$ cat src/rtl/vec_mem_sequencer.sv
// Sequences VLD/VST/SST element accesses onto a single-ported req/gnt data memory
// and writes each assembled load vector back to the vector register file.
`timescale 1ns/1ps
module vec_mem_sequencer #(
  parameter int VLEN   = 4,
  parameter int DATA_W = 16,
  parameter int ADDR_W = 16
) (
  input  logic                     clk,
  input  logic                     rst,
  input  logic                     start,
  input  logic [3:0]               functype,
  input  logic [ADDR_W-1:0]        base,
  input  logic [5:0]               offset,
  input  logic [2:0]               dst_addr,
  input  logic [VLEN*DATA_W-1:0]   vst_data,
  input  logic [DATA_W-1:0]        sst_data,
  output logic                     busy,
  output logic                     done,
  output logic                     start_err,
  output logic                     mem_req,
  output logic                     mem_we,
  output logic [ADDR_W-1:0]        mem_addr,
  output logic [DATA_W-1:0]        mem_wdata,
  input  logic                     mem_gnt,
  input  logic                     mem_rvalid,
  input  logic [DATA_W-1:0]        mem_rdata,
  output logic                     vwr_en,
  output logic [2:0]               vwr_addr,
  output logic [VLEN*DATA_W-1:0]   vwr_data
);

  localparam int CNT_W = $clog2(VLEN + 1);
  localparam int IDX_W = (VLEN > 1) ? $clog2(VLEN) : 1;
  localparam logic [3:0]        FT_VLD   = 4'b0100;
  localparam logic [3:0]        FT_VST   = 4'b0101;
  localparam logic [3:0]        FT_SST   = 4'b0011;
  localparam logic [CNT_W-1:0]  CNT_ONE  = {{(CNT_W-1){1'b0}}, 1'b1};
  localparam logic [CNT_W-1:0]  CNT_VLEN = CNT_W'(VLEN);
  localparam logic [ADDR_W-1:0] ADDR_ONE = {{(ADDR_W-1){1'b0}}, 1'b1};

  typedef enum logic [1:0] {
    S_IDLE    = 2'd0,
    S_ISSUE   = 2'd1,
    S_WAIT_RD = 2'd2,
    S_DONE    = 2'd3
  } state_t;

  state_t                         state_r;
  logic [3:0]                     func_r;
  logic [2:0]                     dst_r;
  logic [VLEN-1:0][DATA_W-1:0]    vst_r;
  logic [DATA_W-1:0]              sst_r;
  logic [CNT_W-1:0]               iss_cnt_r;
  logic [CNT_W-1:0]               rcv_cnt_r;
  logic [VLEN-1:0][DATA_W-1:0]    ld_vec_r;

  logic                           is_vld_s;
  logic                           op_ok_s;
  logic [CNT_W-1:0]               n_elem_s;
  logic [CNT_W-1:0]               iss_next_s;
  logic                           last_gnt_s;
  logic                           rcv_hit_s;
  logic                           rcv_done_s;
  logic [ADDR_W-1:0]              first_addr_s;
  logic [DATA_W-1:0]              first_wdata_s;
  logic [DATA_W-1:0]              next_wdata_s;
  logic [VLEN-1:0][DATA_W-1:0]    ld_vec_s;

  // Element bookkeeping, next request data and in-order load slot capture
  always_comb begin
    is_vld_s     = (func_r == FT_VLD);
    op_ok_s      = (functype == FT_VLD) || (functype == FT_VST) || (functype == FT_SST);
    n_elem_s     = (func_r == FT_SST) ? CNT_ONE : CNT_VLEN;
    iss_next_s   = iss_cnt_r + CNT_ONE;
    last_gnt_s   = (state_r == S_ISSUE) && mem_gnt && (iss_next_s == n_elem_s);
    first_addr_s = base + {{(ADDR_W-6){1'b0}}, offset};

    if (functype == FT_VST) begin
      first_wdata_s = vst_data[DATA_W-1:0];
    end else if (functype == FT_SST) begin
      first_wdata_s = sst_data;
    end else begin
      first_wdata_s = {DATA_W{1'b0}};
    end

    if (func_r == FT_SST) begin
      next_wdata_s = sst_r;
    end else if (func_r == FT_VST) begin
      next_wdata_s = vst_r[iss_next_s[IDX_W-1:0]];
    end else begin
      next_wdata_s = {DATA_W{1'b0}};
    end

    // Responses are accepted while issuing too, since memory may answer before the last grant
    rcv_hit_s  = mem_rvalid && is_vld_s && (rcv_cnt_r < CNT_VLEN) &&
                 ((state_r == S_ISSUE) || (state_r == S_WAIT_RD));
    rcv_done_s = rcv_hit_s && (rcv_cnt_r == (CNT_VLEN - CNT_ONE));

    ld_vec_s = ld_vec_r;
    if (rcv_hit_s) begin
      ld_vec_s[rcv_cnt_r[IDX_W-1:0]] = mem_rdata;
    end else begin
      ld_vec_s = ld_vec_r;
    end
  end

  // Sequencer FSM with registered outputs, operand latches and load assembly
  always_ff @(posedge clk) begin
    if (rst) begin
      state_r   <= S_IDLE;
      func_r    <= 4'b0000;
      dst_r     <= 3'b000;
      vst_r     <= {(VLEN*DATA_W){1'b0}};
      sst_r     <= {DATA_W{1'b0}};
      iss_cnt_r <= {CNT_W{1'b0}};
      rcv_cnt_r <= {CNT_W{1'b0}};
      ld_vec_r  <= {(VLEN*DATA_W){1'b0}};
      busy      <= 1'b0;
      done      <= 1'b0;
      start_err <= 1'b0;
      mem_req   <= 1'b0;
      mem_we    <= 1'b0;
      mem_addr  <= {ADDR_W{1'b0}};
      mem_wdata <= {DATA_W{1'b0}};
      vwr_en    <= 1'b0;
      vwr_addr  <= 3'b000;
      vwr_data  <= {(VLEN*DATA_W){1'b0}};
    end else begin
      done      <= 1'b0;
      vwr_en    <= 1'b0;
      start_err <= start && (state_r != S_IDLE);
      if (rcv_hit_s) begin
        ld_vec_r  <= ld_vec_s;
        rcv_cnt_r <= rcv_cnt_r + CNT_ONE;
      end
      case (state_r)
        S_IDLE: begin
          if (start && op_ok_s) begin
            func_r    <= functype;
            dst_r     <= dst_addr;
            vst_r     <= vst_data;
            sst_r     <= sst_data;
            iss_cnt_r <= {CNT_W{1'b0}};
            rcv_cnt_r <= {CNT_W{1'b0}};
            ld_vec_r  <= {(VLEN*DATA_W){1'b0}};
            busy      <= 1'b1;
            mem_req   <= 1'b1;
            mem_we    <= (functype != FT_VLD);
            mem_addr  <= first_addr_s;
            mem_wdata <= first_wdata_s;
            state_r   <= S_ISSUE;
          end
        end
        S_ISSUE: begin
          if (mem_gnt) begin
            iss_cnt_r <= iss_next_s;
            mem_addr  <= mem_addr + ADDR_ONE;
            mem_wdata <= next_wdata_s;
            if (last_gnt_s) begin
              mem_req <= 1'b0;
              mem_we  <= 1'b0;
              if (!is_vld_s) begin
                done    <= 1'b1;
                state_r <= S_DONE;
              end else if (rcv_done_s) begin
                done     <= 1'b1;
                vwr_en   <= 1'b1;
                vwr_addr <= dst_r;
                vwr_data <= ld_vec_s;
                state_r  <= S_DONE;
              end else begin
                state_r <= S_WAIT_RD;
              end
            end
          end
        end
        S_WAIT_RD: begin
          if (rcv_done_s) begin
            done     <= 1'b1;
            vwr_en   <= 1'b1;
            vwr_addr <= dst_r;
            vwr_data <= ld_vec_s;
            state_r  <= S_DONE;
          end
        end
        S_DONE: begin
          busy    <= 1'b0;
          state_r <= S_IDLE;
        end
        default: begin
          busy    <= 1'b0;
          mem_req <= 1'b0;
          mem_we  <= 1'b0;
          state_r <= S_IDLE;
        end
      endcase
    end
  end

endmodule
$ cat config.mk
export PLATFORM = sky130hd
export DESIGN_NAME = vec_mem_sequencer
export DESIGN_NICKNAME = d
export VERILOG_FILES = /design/src/rtl/vec_mem_sequencer.sv
export SDC_FILE = /design/constraint.sdc
export NUM_CORES = 1
export LEC_CHECK = 0
export ABC_AREA = 1
export BUFFER_PORTS_ARGS = -buffer_cell sky130_fd_sc_hd__buf_2
export CAP_MARGIN = 20
export CORE_ASPECT_RATIO = 0.8
export CORE_MARGIN = 2
export CORE_UTILIZATION = 50
export DETAILED_ROUTE_END_ITERATION = 6
export PLACE_DENSITY = 0.79
export SLEW_MARGIN = 5
export SYNTH_ARGS = -nofsm -noshare
export SYNTH_HDL_FRONTEND = slang
export SYNTH_SLANG_ARGS = --single-unit
$ cat constraint.sdc
create_clock -name clk -period 4.7 [get_ports clk]
set_input_delay 0.235 -clock clk [delete_from_list [all_inputs] [get_ports clk]]
set_output_delay 0.235 -clock clk [all_outputs]
set_load 0.05 [all_outputs]
==> impl_metrics.sql <==
INSERT INTO impl_metrics (metric_group, metric, value, unit) VALUES
('routing', 'ant_nets', '0', ''),
('routing', 'dr_wl_met3', '3791', 'microns'),
('grt', 'grt_pass1_wl', '57680', 'microns'),
('flow_run', 'maximum_capacitance_violations', '0', ''),
('cells_and_area', 'multi_input_logic_area', '0.005688', 'sq mm'),
('synth', 'netlist_instances', '1707', ''),
('clock_tree', 'tritoncts', 'yes', ''),
('clock_tree', 'htreeDepth', '1', ''),
('timing', 'maxClockFrequency', '306.6', 'MHz'),
('floorplan', 'ioPinCount', '235', ''),
('timing', 'report.final.setup_viol', '0', ''),
('clock_tree', 'clk_pin_slew_worst_paths', '70', 'ps'),
('power_and_ir_drop', 'p_per_area', '446.6', 'mW/mm^2'),
('floorplan', 'die_boundary_height', '142.1', 'microns'),
('routing', 'postRouteWirelength', '36720', 'microns'),
('place', 'gp_routability_congestion', '0.9020', ''),
('place', 'dp_hpwl', '24570', 'microns'),
('clock_tree', 'clock_sink_count', '264', ''),
('clock_tree', 'clock_buffer_count_from_cts', '27', ''),
('floorplan', 'die-width', '176.7', 'microns'),
('worst_setup_path', 'r2r_cells', '9', ''),
('worst_hold_path', 'path_category_of_the_worst_min_delay_check', 'input port to flop', ''),
('worst_setup_path', 'timing.critical_path.arrival', '3720', 'ps'),
('synth', 'yosys.cell_types.count', '36', ''),
('cells_and_area', 'layout-drive-gt1-share', '16.24', '%'),
('power_and_ir_drop', 'p_leak', '6.311', 'nW'),
('synth', 'synthTopCellsByCount', 'nand2_1 (380), dfxtp_1 (264), a21oi_1 (191), nor2_1 (191), o21ai_0 (184)', ''),
('routing', 'wl_met1', '16290', 'microns'),
('timing', 'finalSetupTns', '0', 'ps'),
('grt', 'grt_util_all_layers', '28.41', '%'),
('clock_tree', 'clockRootBuffer', 'clkbuf_16', ''),
('worst_setup_path', 'critical_path.startpoint_type', 'flop', ''),
('worst_setup_path', 'timing.setup.critical_path_class', 'flop to flop', ''),
('routing', 'highest_routed_layer', 'met4', ''),
('timing', 'final_worst_path_period_share', '69.40', '%'),
('synth', 'synthDominantCellAreaShare', '44.32', '%'),
('floorplan', 'design.core.area', '0.02340', 'sq mm'),
('synth', 'post_synth_edffs', '0', ''),
('synth', 'post_synth_main_area_contributors', 'dfxtp_1 (44%), nand2_1 (12%), a21oi_1 (8.0%)', ''),
('cells_and_area', 'finalNonFillerCells', '2286', ''),
('floorplan', 'placementRows', '50', ''),
('routing', 'met2_length', '15480', 'microns'),
('worst_setup_path', 'cp_slowest_stage_delay', '820', 'ps'),
('clock_tree', 'worst_skew_pair.late_latency', '550', 'ps'),
('floorplan', 'design.die.area', '0.02511', 'sq mm'),
('clock_tree', 'clk_path_buf_depth', '3', ''),
('synth', 'yosys_register_bits', '264', ''),
('synth', 'synth-seq-area-share', '44.32', '%'),
('clock_tree', 'post_cts.repair.setup_buffers', '0', ''),
('worst_setup_path', 'critical_path.cell_chain', 'ha_1, ha_1, nand3_2, inv_2, nand2_1, o21ai_4, buf_4, nor2_1, nor2_1', ''),
('cells_and_area', 'num-nets-final', '2098', ''),
('grt', 'grt_overflow_total', '0', ''),
('worst_hold_path', 'worst_hold_path.num_cells', '3', ''),
('routing', 'route.detailed.wl_per_inst', '16.06', 'microns'),
('power_and_ir_drop', 'worst_ir_drop_vdd', '0.2933', 'mV'),
('worst_setup_path', 'worst_ep_required_time', '5160', 'ps'),
('timing', 'worstMarginPinSlew', '1079', 'ps'),
('place', 'placement.io_buffers', '234', ''),
('run_status', 'result_of_the_run', 'finished, final reports clean', ''),
('grt', 'number_of_antenna_violations_at_the_first_check_in_global_routing', '3', ''),
('grt', 'grt_start_max_net_pins', '86', ''),
('synth', 'yosysTopAreaCell', 'dfxtp_1', ''),
('timing', 'final-hold-violation-count', '0', ''),
('timing', 'finalWorstPathRequiredPeriod', '3262', 'ps'),
('synth', 'synthFlopType', 'dfxtp_1', ''),
('worst_setup_path', 'timing.critical_path.fanout_max', '39', ''),
('place', 'dpl_cell_area', '0.01317', 'sq mm'),
('routing', 'post-route-drc-count', '0', ''),
('grt', 'grt_pass1_vias', '11249', ''),
('worst_setup_path', 'critPathCaptureType', 'flop', ''),
('cells_and_area', 'final.fill_count', '2097', '');
## routing by layer
layer	vias up	GRT usage (%)
met3	90	5.662
met2	573	42.17
met5	-	0
li1	6095	-
met1	5659	41.40
met4	0	8.873
## logic make-up (layout without fill, tap and decap cells)
group | Yosys count | after routing | synth area share, %
and+or+nand+nor | 681 | 681 | 23.08
AOI/OAI and AO/OA | 479 | 479 | 21.34
DFF | 264 | 264 | 44.32
buffers and inverters | 250 | 514 | 8.110
adders and majority gates | 18 | 18 | 1.951
muxes | 9 | 9 | 0.7555
xor gates and xnor gates | 6 | 6 | 0.4407
other | 0 | 3 | 0
## timing repair
action                                 in CTS  in global routing
hold buffers                               74                  0
resized for setup                           0                  0
endpoints found under the hold margin      74                  0
## path summary, 6_finish.rpt
kind	start	endpoint	slack, ps
setup / recovery	rcv_cnt_r[0]	vwr_data[31]	1440
setup reg to reg	rcv_cnt_r[0]	vwr_data[31]	1440
hold / removal	vst_data[52]	vst_r[52]	6
hold reg to reg	vst_r[50]	vst_r[50]	460
## worst max-delay path: cells and delay by family, from the launching register on
| kind | cells | cell delay, ps |
|---|---|---|
| buf+inv | 2 | 580 |
| flops | 1 | 390 |
| fa+ha+maj | 2 | 900 |
| compound gates | 1 | 820 |
| simple gates | 4 | 480 |
## registers in the layout, summed over array words and instances (netlist names)
register,flops
ld_vec_r,64
done,1
mem_wdata,16
sst_r,16
vwr_data,64
iss_cnt_r,3
mem_addr,16
busy,1
vwr_addr,3
func_r,4
dst_r,3
start_err,1
vst_r,64
vwr_en,1
mem_req,1
state_r,2
mem_we,1
rcv_cnt_r,3
## final cells by class
cell class                      instances  share of cell area (%)
Sequential cell                       264                   35.53
Clock buffer                           33                   5.029
Antenna cell                            3                 0.05046
Timing Repair Buffer                  320                   13.57
Multi-Input combinational cell       1193                   38.23
Tap cell                              312                   2.624
Inverter                              144                   3.642
Clock inverter                         17                   1.320
## placed cells by master (no fill, tap or decap), types with 27 or more instances in the layout
master,netlist,layout
nand2_1,380,379
dfxtp_1,264,263
buf_2,20,234
nor2_1,191,191
a21oi_1,191,191
o21ai_0,184,184
inv_1,134,133
nand3_1,81,80
dlygate4sd3_1,0,74
o21ai_1,49,49
o211ai_1,48,48
clkbuf_16,0,27
## power by group
part           switching (mW)  internal [mW]  leakage [nW]
Sequential              0.152           2.43          2.14
Clock                   0.939           1.31         0.444
Combinational            1.31          0.503          3.73
Total                    2.40           4.24          6.31
## stage by stage
stage	utilization [%]	power, mW	hold slack [ps]	setup WS (ps)
after floorplan	-	3.910	355.7	2749
after global placement	56.21	4.337	440.6	1551
after detailed placement	56.30	4.372	446.9	1486
after CTS	63.50	6.647	0.4254	1471
after global routing	63.58	6.933	18.11	1163
final	63.58	6.645	6.396	1438
Power figures use the tool's default switching activity.
